===== src/rtl/reqgnt_lat_monitor.sv =====
// rtl/reqgnt_lat_monitor.sv - multi-channel req/gnt latency and ordering monitor
// Per channel, an in-order queue of outstanding request ages flags spurious, overflow, early and timeout events.
module reqgnt_lat_monitor #(
  parameter int NCH     = 4,
  parameter int DEPTH   = 8,
  parameter int MIN_LAT = 2,
  parameter int MAX_LAT = 8,
  parameter int CW      = $clog2(DEPTH + 1),
  parameter int AW      = $clog2(MAX_LAT + 2)
) (
  input  logic              clk,
  input  logic              rst,
  input  logic [NCH-1:0]    req,
  input  logic [NCH-1:0]    gnt,
  input  logic              clr_err,
  output logic [NCH*CW-1:0] outstanding,
  output logic [NCH-1:0]    err_spur,
  output logic [NCH-1:0]    err_ovf,
  output logic [NCH-1:0]    err_early,
  output logic [NCH-1:0]    err_tmo,
  output logic [NCH-1:0]    err_sticky
);

  localparam int PW = (DEPTH > 1) ? $clog2(DEPTH) : 1;
  localparam logic [AW-1:0] AGE_SAT  = AW'(MAX_LAT + 1);
  localparam logic [AW-1:0] AGE_MIN  = AW'(MIN_LAT);
  localparam logic [CW-1:0] CNT_FULL = CW'(DEPTH);
  localparam logic [PW-1:0] PTR_LAST = PW'(DEPTH - 1);

  logic          valid_q   [NCH][DEPTH];
  logic          valid_d   [NCH][DEPTH];
  logic [AW-1:0] age_q     [NCH][DEPTH];
  logic [AW-1:0] age_d     [NCH][DEPTH];
  logic          tmo_rep_q [NCH][DEPTH];
  logic          tmo_rep_d [NCH][DEPTH];
  logic [PW-1:0] rd_q [NCH];
  logic [PW-1:0] rd_d [NCH];
  logic [PW-1:0] wr_q [NCH];
  logic [PW-1:0] wr_d [NCH];
  logic [CW-1:0] cnt_q [NCH];
  logic [CW-1:0] cnt_d [NCH];

  logic [NCH-1:0] err_spur_q, err_spur_d;
  logic [NCH-1:0] err_ovf_q, err_ovf_d;
  logic [NCH-1:0] err_early_q, err_early_d;
  logic [NCH-1:0] err_tmo_q, err_tmo_d;
  logic [NCH-1:0] err_sticky_q, err_sticky_d;
  logic [NCH-1:0] pop, push;

  function automatic logic [PW-1:0] ptr_inc(input logic [PW-1:0] p);
    return (p == PTR_LAST) ? '0 : p + 1'b1;
  endfunction

  always_comb begin
    valid_d     = valid_q;
    age_d       = age_q;
    tmo_rep_d   = tmo_rep_q;
    rd_d        = rd_q;
    wr_d        = wr_q;
    cnt_d       = cnt_q;
    err_spur_d  = '0;
    err_ovf_d   = '0;
    err_early_d = '0;
    err_tmo_d   = '0;
    pop         = '0;
    push        = '0;
    for (int c = 0; c < NCH; c++) begin
      for (int e = 0; e < DEPTH; e++) begin
        if (valid_q[c][e] && (age_q[c][e] != AGE_SAT)) begin
          age_d[c][e] = age_q[c][e] + 1'b1;
        end
      end
      pop[c]  = gnt[c] && (cnt_q[c] != '0);
      push[c] = req[c] && ((cnt_q[c] != CNT_FULL) || pop[c]);
      err_spur_d[c] = gnt[c] && (cnt_q[c] == '0);
      err_ovf_d[c]  = req[c] && (cnt_q[c] == CNT_FULL) && !gnt[c];
      // Ages compared here are pre-edge values, so they equal the latency of a grant on this edge.
      if (pop[c]) begin
        err_early_d[c]           = age_q[c][rd_q[c]] < AGE_MIN;
        valid_d[c][rd_q[c]]      = 1'b0;
        tmo_rep_d[c][rd_q[c]]    = 1'b0;
        rd_d[c]                  = ptr_inc(rd_q[c]);
      end else if (valid_q[c][rd_q[c]] && (age_q[c][rd_q[c]] == AGE_SAT) &&
                   !tmo_rep_q[c][rd_q[c]]) begin
        err_tmo_d[c]             = 1'b1;
        tmo_rep_d[c][rd_q[c]]    = 1'b1;
      end
      // On a full channel with a legal grant, wr_ptr equals rd_ptr: the freed slot is reused.
      if (push[c]) begin
        valid_d[c][wr_q[c]]      = 1'b1;
        age_d[c][wr_q[c]]        = AW'(1);
        tmo_rep_d[c][wr_q[c]]    = 1'b0;
        wr_d[c]                  = ptr_inc(wr_q[c]);
      end
      cnt_d[c] = cnt_q[c] + CW'(push[c]) - CW'(pop[c]);
    end
    err_sticky_d = (err_sticky_q & ~{NCH{clr_err}}) |
                   err_spur_d | err_ovf_d | err_early_d | err_tmo_d;
  end

  always_ff @(posedge clk or posedge rst) begin
    if (rst) begin
      for (int c = 0; c < NCH; c++) begin
        for (int e = 0; e < DEPTH; e++) begin
          valid_q[c][e]   <= 1'b0;
          age_q[c][e]     <= '0;
          tmo_rep_q[c][e] <= 1'b0;
        end
        rd_q[c]  <= '0;
        wr_q[c]  <= '0;
        cnt_q[c] <= '0;
      end
      err_spur_q   <= '0;
      err_ovf_q    <= '0;
      err_early_q  <= '0;
      err_tmo_q    <= '0;
      err_sticky_q <= '0;
    end else begin
      valid_q      <= valid_d;
      age_q        <= age_d;
      tmo_rep_q    <= tmo_rep_d;
      rd_q         <= rd_d;
      wr_q         <= wr_d;
      cnt_q        <= cnt_d;
      err_spur_q   <= err_spur_d;
      err_ovf_q    <= err_ovf_d;
      err_early_q  <= err_early_d;
      err_tmo_q    <= err_tmo_d;
      err_sticky_q <= err_sticky_d;
    end
  end

  for (genvar g = 0; g < NCH; g++) begin : g_out
    assign outstanding[g*CW +: CW] = cnt_q[g];
  end

  assign err_spur   = err_spur_q;
  assign err_ovf    = err_ovf_q;
  assign err_early  = err_early_q;
  assign err_tmo    = err_tmo_q;
  assign err_sticky = err_sticky_q;

endmodule


===== config.mk =====
export PLATFORM = sky130hd
export DESIGN_NAME = reqgnt_lat_monitor
export DESIGN_NICKNAME = d
export VERILOG_FILES = /design/src/rtl/reqgnt_lat_monitor.sv
export SDC_FILE = /design/constraint.sdc
export NUM_CORES = 1
export LEC_CHECK = 0
export BUFFER_PORTS_ARGS = -buffer_cell sky130_fd_sc_hd__buf_2
export CAP_MARGIN = 5
export CORE_ASPECT_RATIO = 1.4
export CORE_UTILIZATION = 40
export CTS_BUF_LIST = sky130_fd_sc_hd__clkbuf_4 sky130_fd_sc_hd__clkbuf_8
export CTS_CLUSTER_DIAMETER = 150
export DETAILED_ROUTE_END_ITERATION = 10
export GPL_ROUTABILITY_DRIVEN = 0
export SKIP_CTS_REPAIR_TIMING = 1
export SYNTH_ARGS = -nofsm -noshare
export SYNTH_HDL_FRONTEND = slang
export SYNTH_SLANG_ARGS = --single-unit
export TNS_END_PERCENT = 5

===== constraint.sdc =====
create_clock -name clk -period 9.33 [get_ports clk]
set_clock_uncertainty 0.05 [all_clocks]
set_input_delay 0.933 -clock clk [delete_from_list [all_inputs] [get_ports clk]]
set_output_delay 0.933 -clock clk [all_outputs]
set_load 0.01 [all_outputs]

Word level (Yosys, flattened, before mapping)
Index checks and enable logic that the tools add are counted.
{ "classes": {"addsub": 48, "multipliers": 0, "div": 0, "order_cmp": 20, "eq_ne": 52, "n_shift": 0, "n_mux": 136, "bitwise": 54, "n_reduce_logical": 88} }
{ "op_table": {"columns": ["cell", "n"], "rows": [
  ["$mux W4", 44],
  ["$mux W8", 20],
  ["$ne A4 B4 Y1 const B", 36],
  ["$add A4 B1 Y4 const B", 32],
  ["$mux W32", 4],
  ["$and A24 B24 Y24", 4],
  ["$and A8 B8 Y8", 12],
  ["$not A24 Y24", 4],
  ["$or A8 B8 Y8", 12],
  ["$logic_and A1 B1 Y1", 68],
  ["$not A8 Y8", 8],
  ["$bmux W4 S3", 4],
  ["$demux W4 S3", 4],
  ["$mux W1", 36],
  ["$eq A4 B4 Y1 const B", 8],
  ["$ge A4 B4 Y1 const B", 8],
  ["$lt A4 B1 Y1 const B", 8],
  ["$not A3 Y4", 8],
  ["$add A3 B1 Y3 const B", 8],
  ["$bmux W1 S3", 8],
  ["$demux W1 S3", 8],
  ["$eq A3 B3 Y1 const B", 8],
  ["$mux W3", 8],
  ["$add A4 B1 Y4", 4],
  ["other kinds (9)", 34]
]} }
{ "totals": {"reg_bits": 252, "latchBits": 0, "ram_bits": 0, "mem_bits_ro": 0, "output_inout_bits": 36, "word_cells": 511, "mem_count": 0} }

Longest topological paths before layout
Gate-level depths: netlist (run 1).
{ "depth": {"ltp_word": 11, "ltp_mapped": 12} }

Least setup slack after synthesis (run 1)
Ideal clock, no wire load.
{ "synth_path": {"path_kind": "input-to-reg", "from": "in gnt[2]", "to": "reg cnt_q (netlist bit outstanding[10])", "setup_ns": 0.123, "arrival_time_ns": 2.614, "t_required_ns": 9.157, "path_slack_ns": 6.543, "path_stages": 8, "path_buffers": 1, "path_cell_list": "a21bo_2 clkbuf_1 clkinv_1 ha_1 inv_1 ha_1 fa_1 xor2_1"} }
{ "synth_rtl": {"columns": ["element", "line_no", "text"], "rows": [
  ["from (decl)", "14", "input logic [NCH-1:0] gnt,"],
  ["to (signal assigned)", "124", "cnt_q <= cnt_d;"],
  ["to (decl)", "40", "logic [CW-1:0] cnt_q [NCH];"]
]} }

==> key figures, run 1 <==
Layout
  • Filler cells: 3342
  • Antenna Diode Count: 0
  • Top library cells by usage in the layout, fill and taps aside: dfrtp_1 (252), nor2_1 (206), nand2_1 (145)
  • Fraction of final layout cells sized beyond drive strength 1: 10.7%
  • Total number of nets in the final design: 1638
  • Commonest non-fill, non-tap cell in the layout: dfrtp_1
  • Layout overhead on the synthesized area: 11.4%
  • Design Area, Final: 0.0156 mm²

Drt
  • Met3 Wirelength: 1090 µm
  • Highest metal layer with signal wires: met4
  • Post-route antenna net violation count: 0
  • Drt first-iter violations: 612
  • Total DRC errors in the routed layout: 0
  • Drt wl/cell: 15.4 µm
  • Total via count in the routed design: 10600
  • Post-route met1 wirelength: 13300 µm
  • DRT Wirelength: 30800 µm
  • Router iterations before antenna repair: 5
  • Via-to-Cell Ratio: 5.30
  • Met2 Wirelength: 15600 µm

Logic synthesis
  • Synth cell types: 78
  • Proportion of synthesized chip area in sequential cells: 45.1%
  • Combinational family with the most area after synthesis: simple AND/OR/NAND/NOR gates
  • Proportion of synthesized flip-flops having asynchronous set or reset: 100%
  • Synthesized netlist cell count: 1455
  • Proportion of synthesized area in mux cells: 3.36%
  • Synth Register Bits: 252
  • Commonest register cell after synthesis: dfrtp_1
  • Synthesized cell area: 0.0140 mm²
  • Number of enable-type register cells in the synthesized netlist: 0
  • Post-Syn Nets: 1574
  • Compound-Gate Fraction of Synth Area: 10.2%
  • Mean instance size in the synthesized netlist: 9.62 µm²
  • Synth warnings: 0
  • Fraction of the mapped netlist area in simple logic gates: 21.2%
  • Area share of fa/ha/maj cells after synthesis: 9.87%
  • Xor/xnor cell area share of the yosys netlist: 6.51%

STA
  • Actual transition at the worst max-transition pin: 1090 ps
  • Setup repair after global routing missed its margin: no
  • Worst hold margin: 444 ps
  • Total negative setup slack: 0 ps
  • Final setup vio count: 0
  • Count of endpoints failing hold in the final timing report: 0
  • Count of pins over their slew limit: 0
  • Post-layout minimum cycle time: 2920 ps
  • Crit share post-route: 31.3%
  • Fmax: 342 MHz
  • Remaining max-slew budget at the tightest pin: 26.6%

Hold path
  • Min-Delay Path Depth: 2
  • Hold path startpoint: tmo_rep_q[3]
  • HP Class: reg -> reg
  • Hold path endpoint: tmo_rep_q[3]

Outcome
  • Run status: completed

Global route
  • Largest net degree at the start of global routing: 111
  • Initial antenna violation count: 0
  • All-layer global routing usage: 17.8%
  • Overflow left after global routing: 0
  • Via count of the first global-routing pass: 10600
  • First-pass GRT wire length: 52600 µm

Clock tree
  • Cell at the root of the clock tree: clkbuf_8
  • Clock tree from TritonCTS: done
  • Clock latency reported for the late side of the worst-skew pair: 560 ps
  • Maximum root-to-sink buffer count: 3
  • TritonCTS buffer count: 43
  • Number of levels the H-tree was split into: 2
  • TritonCTS sink count: 252
  • Clock transition at the registers of the reported paths: 60 ps

Floorplanning
  • Boundary pin count: 47
  • Die area: 0.0357 mm²
  • Effective utilization at floorplan: 40.9%
  • Die extent in y: 223 µm
  • Total core area: 0.0342 mm²
  • Num rows: 80
  • Die outline width: 160 µm

Placed design
  • Number of port buffers: 46
  • Detailed placer's ending HPWL: 21500 µm
  • Cell area after placement: 0.0147 mm²

Worst setup path
  • Register-to-Register Setup Slack: 6410 ps
  • Worst reg2reg startpoint: rd_q[0]
  • CP max FO: 29
  • Arrival time worst endpoint: 3360 ps
  • Required time of the critical path: 9770 ps
  • Worst reg2reg path depth: 6
  • Category of the worst setup path launch point: flip-flop
  • Critical path class: reg -> reg
  • Endpoint kind of the worst setup timing path: flip-flop
  • R2r endpoint: tmo_rep_q[0]

Power
  • Worst voltage drop across the vdd grid: 167 µV
  • Total power density per cell area: 370 mW/mm²
  • Static leakage: 7.31 nW

Flow run
  • MaxCap Viol Count: 0
flip-flops by register name (all words and copies together), names as in the netlist:
| register | cells |
|---|---|
| outstanding | 16 |
| wr_q | 12 |
| err_spur | 4 |
| err_sticky | 4 |
| rd_q | 12 |
| age_q | 128 |
| tmo_rep_q | 32 |
| err_tmo | 4 |
| err_ovf | 4 |
| err_early | 4 |
| valid_q | 32 |
power breakdown:
part           internal (mW)  switching [mW]
combinational           1.07            1.35
sequential              1.61           0.680
clock                  0.609           0.454
worst max-delay path, stage by stage (launching register included):
cell and delay, ps:
dfrtp_1 1010, inv_2 210, o311a_2 470, nor4_2 300, nand4_2 280, or3_1 380
a21oi_1 140
layout make-up:
cell class,instances,area [µm²],area share (%)
Multi-Input combinational cell,1076,7160,45.9
Clock inverter,6,55.1,0.353
Clock buffer,67,860,5.52
Inverter,93,357,2.29
Tap cell,451,564,3.62
Timing Repair Buffer,53,283,1.81
Sequential cell,252,6310,40.5
cells in the mapped netlist, types with 4 or more instances:
cell type  number  area (µm²)
nand3b_1       25         188
a21o_1         28         210
nor4_1          4        25.0
dfrtp_1       252        6310
xor2_1         87         762
o211ai_1        5        37.5
ha_1          104        1300
nor2b_1        17         106
nand2b_1       39         244
o21ai_0        64         320
nor2_1        206         773
or3_1          11        68.8
nor3b_1        10        75.1
nor3_1         33         165
and2_1          4        25.0
mux2i_1        14         140
mux4_2         11         248
and3_1          8        50.1
a41oi_1         6        52.6
inv_1          88         330
nand4_1        48         300
a21oi_1        60         300
o22ai_1         8        50.1
xnor2_1        17         149
clkbuf_1       13        48.8
buf_2          15        75.1
a22oi_1         4        30.0
nand3_1        43         215
mux2_2          5        56.3
nand2_1       145         544
fa_1            4        80.1
a211oi_1        4        30.0
metrics by stage:
step	power, mW	util (%)	setup WS [ps]	std cells
finish	5.77	45.5	6410	1998
global route	6.31	45.5	6210	1998
CTS	5.83	45.5	6430	1998
detailed placement	4.73	42.8	6270	1925
global placement	4.64	42.8	6370	1925
floorplan	4.06	-	1420	1455
kinds of logic after synthesis:
logic type / Yosys count
and+or+nand+nor: 612
DFF: 252
AOI/OAI and AO/OA: 221
buffers and inverters: 127
adders and majority gates: 108
xor gates and xnor gates: 104
muxes: 31
how the worst max path moves through the flow:
stage                     slack (ps)     from        endpoint
after floorplan                 1420      rst        age_q[0]
after global placement          6370   gnt[1]  outstanding[6]
after detailed placement        6270   gnt[1]  outstanding[6]
after CTS                       6430  rd_q[0]    tmo_rep_q[0]
after global routing            6210  rd_q[0]    tmo_rep_q[0]
final                           6410  rd_q[0]    tmo_rep_q[0]
per-layer routing:
layer  vias up  track usage, %
met2       215            31.1
met4         0            6.21
met1      5168            22.1
li1       5140               -
met3        71            2.88
met5         -               0
No activity file was read; power rests on OpenSTA's default activity.
==> inputs of run 2 (changes only) <==
--- a/config.mk
+++ b/config.mk
@@ -5,6 +5,7 @@
 export SDC_FILE = /design/constraint.sdc
 export NUM_CORES = 1
 export LEC_CHECK = 0
+export ABC_AREA = 1
 export BUFFER_PORTS_ARGS = -buffer_cell sky130_fd_sc_hd__buf_2
 export CAP_MARGIN = 5
 export CORE_ASPECT_RATIO = 1.4
==> constraint.sdc (replaced) <==
create_clock -name clk -period 2.65 [get_ports clk]
set_clock_uncertainty 0.05 [all_clocks]
set_input_delay 0.265 -clock clk [delete_from_list [all_inputs] [get_ports clk]]
set_output_delay 0.265 -clock clk [all_outputs]
set_load 0.01 [all_outputs]
==> run 2 against run 1 <==
  * The flow now finishes with violations (design-rule violations)
  * Routed wire length grew 6.0%
  * Cell count grew 24%
  * Combinational power grew to 4.4 times the previous value
  * Synthesized cell count grew 29%
  * Maximum frequency grew 25%
  * Via count grew 13%
  * Hold slack lost 240 ps
  * Flip-flop and latch count is the same
  * Register-to-register slack lost 6100 ps
  * Clock power grew to 3.6 times the previous value
  * Highest routed layer unchanged
==> key figures, run 2 <==
Worst setup path
  • Arrival time worst endpoint: 2740 ps
  • Register-to-Register Setup Slack: 320 ps
  • Most prevalent standard cell on the critical path: nand2_1
  • Required time of the critical path: 3060 ps
  • Cell Chain, Critical Path: inv_1 > ha_1 > nand2_1 > nand2_1 > nand2_1 > nand2_1 > ha_1 > inv_1 > ha_1 > fa_1 > xor2_1
  • Category of the worst setup path launch point: flip-flop
  • Cell with the biggest individual delay on the critical path: fa_1
  • Cell class contributing the biggest share of worst-path delay: adder cells
  • Cell depth of the worst setup path: 11
  • CP max FO: 7
  • R2r endpoint: outstanding[2]
  • CP max stage delay: 390 ps
  • Buf/Inv on CP: 2
  • Worst reg2reg path depth: 11
  • Endpoint kind of the worst setup timing path: flip-flop
  • Launch point of the worst path: outstanding[2]
  • Worst reg2reg startpoint: outstanding[2]
  • Crit path to: outstanding[2]
  • Critical path class: reg -> reg

STA
  • Remaining max-slew budget at the tightest pin: 59.7%
  • Count of endpoints failing hold in the final timing report: 0
  • Actual transition at the worst max-transition pin: 600 ps
  • Worst hold margin: 207 ps
  • Post-layout minimum cycle time: 2330 ps
  • Fmax: 429 MHz
  • Setup repair after global routing missed its margin: no
  • Count of pins over their slew limit: 0
  • Crit share post-route: 87.9%
  • Final setup vio count: 0
  • Total negative setup slack: 0 ps

Clock tree
  • TritonCTS sink count: 252
  • TritonCTS buffer count: 44
  • Maximum root-to-sink buffer count: 3
  • Clock latency reported for the late side of the worst-skew pair: 580 ps
  • Clock tree from TritonCTS: done
  • Number of levels the H-tree was split into: 2
  • Cell at the root of the clock tree: clkbuf_8
  • Clock transition at the registers of the reported paths: 60 ps

Drt
  • Router iterations before antenna repair: 8
  • Post-route antenna net violation count: 0
  • Total via count in the routed design: 12000
  • Drt wl/cell: 13.2 µm
  • Drt first-iter violations: 597
  • Total DRC errors in the routed layout: 12
  • DRT Wirelength: 32600 µm
  • Via-to-Cell Ratio: 4.84

Global route
  • Largest net degree at the start of global routing: 56
  • Overflow left after global routing: 0
  • All-layer global routing usage: 18.1%
  • Via count of the first global-routing pass: 12100
  • Initial antenna violation count: 1
  • First-pass GRT wire length: 56600 µm

Floorplanning
  • Die area: 0.0382 mm²
  • Boundary pin count: 47
  • Die outline width: 166 µm
  • Die extent in y: 231 µm
  • Effective utilization at floorplan: 40.7%
  • Num rows: 83
  • Total core area: 0.0368 mm²

Layout
  • Fraction of final layout cells sized beyond drive strength 1: 11.2%
  • Top register by number of flip-flops: age_q
  • Top library cells by usage in the layout, fill and taps aside: nand2_1 (406), inv_1 (333), dfrtp_1 (252)
  • Total number of nets in the final design: 2091
  • Commonest non-fill, non-tap cell in the layout: nand2_1
  • Flip-flop count of the largest register, all copies and words added: 128
  • Filler cells: 3685
  • Layout overhead on the synthesized area: 12.5%
  • Largest regs: age_q: 128 flops, tmo_rep_q: 32 flops, valid_q: 32 flops

Logic synthesis
  • Most common cell in the netlist: nand2_1
  • Top post-synthesis cells by count: nand2_1 (406), inv_1 (334), dfrtp_1 (252), nand3_1 (197), nor2_1 (190)
  • Synth warnings: 0
  • Synth cell types: 37
  • Proportion of synthesized chip area in sequential cells: 42.1%
  • Area leader, netlist: dfrtp_1
  • Number of enable-type register cells in the synthesized netlist: 0
  • Post-Syn Nets: 1998
  • Top cell type's share of synthesized area: 42.1%
  • Proportion of synthesized flip-flops having asynchronous set or reset: 100%
  • Synth Register Bits: 252
  • Synthesized netlist cell count: 1879
  • Mean instance size in the synthesized netlist: 7.97 µm²
  • Commonest register cell after synthesis: dfrtp_1
  • Synthesized cell area: 0.0150 mm²
  • Top cells by area, synth: dfrtp_1 (42%), nand2_1 (10%), ha_1 (8.7%), inv_1 (8.4%), nand3_1 (6.6%)

Placed design
  • Number of port buffers: 46
  • Detailed placer's ending HPWL: 23800 µm

Flow run
  • MaxCap Viol Count: 0

Power
  • Worst voltage drop across the vdd grid: 537 µV
  • Static leakage: 9.09 nW
  • Total power density per cell area: 1290 mW/mm²
  • Power after layout: 21.7 mW

Outcome
  • Run status: complete, but fails checks
  • Failing checks: design-rule violations

Hold path
  • HP Class: in -> reg
run 2: how the worst min path moves through the flow:
stage,from,end,slack (ps),cells past startpoint
after floorplan,req[2],err_ovf[2],350,2
after global placement,rst,outstanding[13],300,2
after detailed placement,rst,err_spur[3],310,2
after CTS,rst,outstanding[14],-330,2
after global routing,clr_err,err_sticky[0],250,4
final,clr_err,err_sticky[2],210,4
run 2: power breakdown:
part / leakage [nW] / internal (mW) / switching (mW)
Clock: 0.509 / 2.16 / 1.69
Sequential: 3.10 / 5.72 / 1.63
Combinational: 5.48 / 4.00 / 6.47
run 2: cell families after synthesis:
group | share of synthesized area [%]
AOI/OAI and AO/OA | 4.83
adders and majority gates | 9.22
DFF | 42.1
xor gates and xnor gates | 5.85
and+or+nand+nor | 25.5
muxes | 2.41
buffers and inverters | 10.1
run 2: final cells by class:
class	instances	area, µm²	share of cell area (%)
diodes	2	5.00	0.0297
flip-flops and latches	252	6310	37.4
multi-input cells	1254	7160	42.5
well taps	467	584	3.47
inverters	344	1300	7.73
repair buffers	76	533	3.16
clock buffers	66	852	5.06
clock inverters	14	100	0.594
run 2: metal layers:
layer / global-route usage (%) / share of wire (%) / vias to the layer above
met5: 0 / 0 / -
met4: 7.56 / 3.5 / 0
met3: 2.86 / 3.2 / 76
met2: 31.8 / 50 / 166
met1: 21.7 / 43 / 5658
li1: - / - / 6079
run 2: stage by stage:
step | std cells | worst slack (ps) | utilization, % | area [µm²]
2_1_floorplan | 1879 | -981 | - | 15000
3_3_place_gp | 2382 | 394 | 42.9 | 15800
3_5_place_dp | 2382 | 338 | 42.9 | 15800
4_1_cts | 2462 | 324 | 45.5 | 16700
5_1_grt | 2474 | 99.2 | 45.8 | 16800
6_report | 2475 | 321 | 45.8 | 16800
run 2: worst min-delay path, delay by kind of cell:
| kind | cells | cell delay [ps] |
|---|---|---|
| AO/OA/AOI/OAI | 1 | 210 |
| buffers and inverters | 1 | 190 |
| AND/OR/NAND/NOR | 2 | 130 |
==> inputs of run 3 (changes only) <==
--- a/config.mk
+++ b/config.mk
@@ -10,7 +10,6 @@
 export CAP_MARGIN = 5
 export CORE_ASPECT_RATIO = 1.4
 export CORE_UTILIZATION = 40
-export CTS_BUF_LIST = sky130_fd_sc_hd__clkbuf_4 sky130_fd_sc_hd__clkbuf_8
 export CTS_CLUSTER_DIAMETER = 150
 export DETAILED_ROUTE_END_ITERATION = 10
 export GPL_ROUTABILITY_DRIVEN = 0
==> constraint.sdc (replaced) <==
create_clock -name clk -period 2.65 [get_ports clk]
set_clock_uncertainty 0.05 [all_clocks]
set_input_delay 0.3975 -clock clk [delete_from_list [all_inputs] [get_ports clk]]
set_output_delay 0.3975 -clock clk [all_outputs]
set_load 0.01 [all_outputs]
==> run 3 against run 2 <==
  * The run still ends with design-rule violations left
  * Global-route usage is 0.55 points lower
  * Hold slack lost 160 ps
  * Final area down 1.0%
  * Largest cell class unchanged
==> key figures, run 3 (synthesis results as in run 2) <==
Floorplanning
  • Total core area: 0.0368 mm²
  • Die outline width: 166 µm
  • Effective utilization at floorplan: 40.7%
  • Boundary pin count: 47
  • Die extent in y: 231 µm
  • Num rows: 83
  • Die area: 0.0382 mm²

STA
  • Count of pins over their slew limit: 0
  • Remaining max-slew budget at the tightest pin: 64.4%
  • Fmax: 428 MHz
  • Actual transition at the worst max-transition pin: 534 ps
  • Crit share post-route: 88.1%
  • Post-layout minimum cycle time: 2340 ps
  • Count of endpoints failing hold in the final timing report: 0
  • Post-layout worst setup margin: 314 ps
  • Final setup vio count: 0
  • Setup repair after global routing missed its margin: no

Layout
  • Total number of nets in the final design: 2060
  • Commonest non-fill, non-tap cell in the layout: nand2_1
  • Filler cells: 3683
  • Design Area, Final: 0.0167 mm²
  • Top library cells by usage in the layout, fill and taps aside: nand2_1 (406), inv_1 (333), dfrtp_1 (252)
  • Antenna Diode Count: 0
  • Layout overhead on the synthesized area: 11.3%
  • Largest regs: age_q: 128 flops, tmo_rep_q: 32 flops, valid_q: 32 flops
  • Seq. cell area: 0.00631 mm²
  • Area of combinational cells with multiple inputs: 0.00716 mm²
  • Fraction of final layout cells sized beyond drive strength 1: 9.28%
  • Top register by number of flip-flops: age_q
  • Flip-flop count of the largest register, all copies and words added: 128

Hold path
  • Hold path startpoint: req[2]
  • HP Class: in -> reg
  • Min-Delay Path Depth: 3
  • Hold path endpoint: err_ovf[2]

Drt
  • Via-to-Cell Ratio: 4.86
  • Total via count in the routed design: 11800
  • Post-route antenna net violation count: 0
  • Router iterations before antenna repair: 8
  • Drt wl/cell: 13.1 µm
  • DRT Wirelength: 31800 µm
  • Drt first-iter violations: 590
  • Total DRC errors in the routed layout: 6

Global route
  • Most used routing layer in global routing: met2
  • Largest net degree at the start of global routing: 74
  • All-layer global routing usage: 17.6%
  • Initial antenna violation count: 0
  • First-pass GRT wire length: 55400 µm
  • Overflow left after global routing: 0
  • Via count of the first global-routing pass: 11800
  • Met3 track demand over resource in global routing: 2.07%
  • GR met2 Demand/Resource: 31.0%
  • Met1 demand-to-capacity share in global routing: 21.7%

Worst setup path
  • Cell class contributing the biggest share of worst-path delay: adder cells
  • Critical path class: reg -> reg
  • Buf/Inv on CP: 3
  • CP max FO: 6
  • Worst reg2reg startpoint: outstanding[10]
  • Required time of the critical path: 3040 ps
  • Endpoint kind of the worst setup timing path: flip-flop
  • CP max stage delay: 380 ps
  • Cell with the biggest individual delay on the critical path: fa_1
  • Arrival time worst endpoint: 2730 ps
  • Cell Chain, Critical Path: inv_1 > ha_1 > nand2_1 > nand2_1 > inv_1 > o21ai_2 > ha_1 > inv_1 > ha_1 > fa_1 > xor2_1
  • Worst reg2reg path depth: 11
  • R2r endpoint: outstanding[10]
  • Register-to-Register Setup Slack: 310 ps
  • Category of the worst setup path launch point: flip-flop

Power
  • Total power density per cell area: 1300 mW/mm²
  • Worst voltage drop across the vdd grid: 627 µV
  • Static leakage: 8.97 nW

Clock tree
  • Clock transition at the registers of the reported paths: 60 ps
  • Clock latency reported for the late side of the worst-skew pair: 550 ps
  • Number of levels the H-tree was split into: 1
  • TritonCTS buffer count: 28
  • Maximum root-to-sink buffer count: 3
  • TritonCTS sink count: 252
  • Clock tree from TritonCTS: done
  • Cell at the root of the clock tree: clkbuf_16

Outcome
  • Run status: complete, but fails checks
  • Failing checks: design-rule violations

Flow run
  • MaxCap Viol Count: 0

Placed design
  • Cell area after placement: 0.0157 mm²
  • Detailed placer's ending HPWL: 23500 µm
  • Post-Place Setup Slack: 310 ps
  • Number of port buffers: 46
==> run 3: cell types whose count changed in the layout (fill, tap and decap cells not counted), moves of 7 or more <==
cell / delta
clkbuf_8: -52
clkbuf_16: +29
dlygate4sd3_1: -10
clkbuf_4: -9
clkbuf_1: +7
==> run 3: per-layer routing <==
layer,vias to the layer above,part of all wire [%]
li1,6014,-
met4,0,3.1
met1,5553,43
met3,64,3.3
met2,175,50
met5,-,0
==> run 3: how the worst max path moves through the flow <==
stage	to	cells after the start	from	slack (ps)
after global routing	outstanding[6]	10	outstanding[6]	90
final	outstanding[10]	11	outstanding[10]	310
after CTS	outstanding[10]	11	outstanding[10]	300
after detailed placement	outstanding[10]	11	outstanding[10]	310
after floorplan	age_q[0]	1	rst	-1110
after global placement	outstanding[10]	11	outstanding[10]	390
==> run 3: power breakdown <==
group / total (mW) / switching, mW / leakage [nW] / internal [mW]
Combinational: 10.4 / 6.44 / 5.42 / 3.97
Sequential: 7.35 / 1.62 / 3.10 / 5.72
Clock: 3.90 / 1.57 / 0.453 / 2.32
Total: 21.7 / 9.64 / 8.97 / 12.0
==> run 3: cell type report <==
cell class	count	share of cell area (%)
Clock buffer	41	4.92
Clock inverter	9	0.585
Inverter	344	7.81
Multi-Input combinational cell	1254	43.0
Sequential cell	252	37.8
Tap cell	467	3.50
Timing Repair Buffer	61	2.37
==> run 3: metrics by stage <==
stage / setup TNS, ps / instances / hold WS (ps) / power (mW) / util (%)
6_report: 0 / 2428 / 49.2 / 21.7 / 45.3
5_1_grt: 0 / 2428 / 63.4 / 24.0 / 45.3
4_1_cts: 0 / 2427 / -269 / 22.0 / 45.3
3_5_place_dp: 0 / 2377 / 336 / 17.9 / 42.8
3_3_place_gp: 0 / 2377 / 336 / 17.6 / 42.8
2_1_floorplan: -280520 / 1879 / 443 / 15.4 / -
==> run 3: worst reg2reg max path, delay by kind of cell, from the launching register on <==
family / cells / cell delay, ps
fa+ha+maj: 4 / 1070
buf+inv: 3 / 280
xor+xnor: 1 / 160
compound gates: 1 / 130
simple gates: 2 / 190
flops: 1 / 340
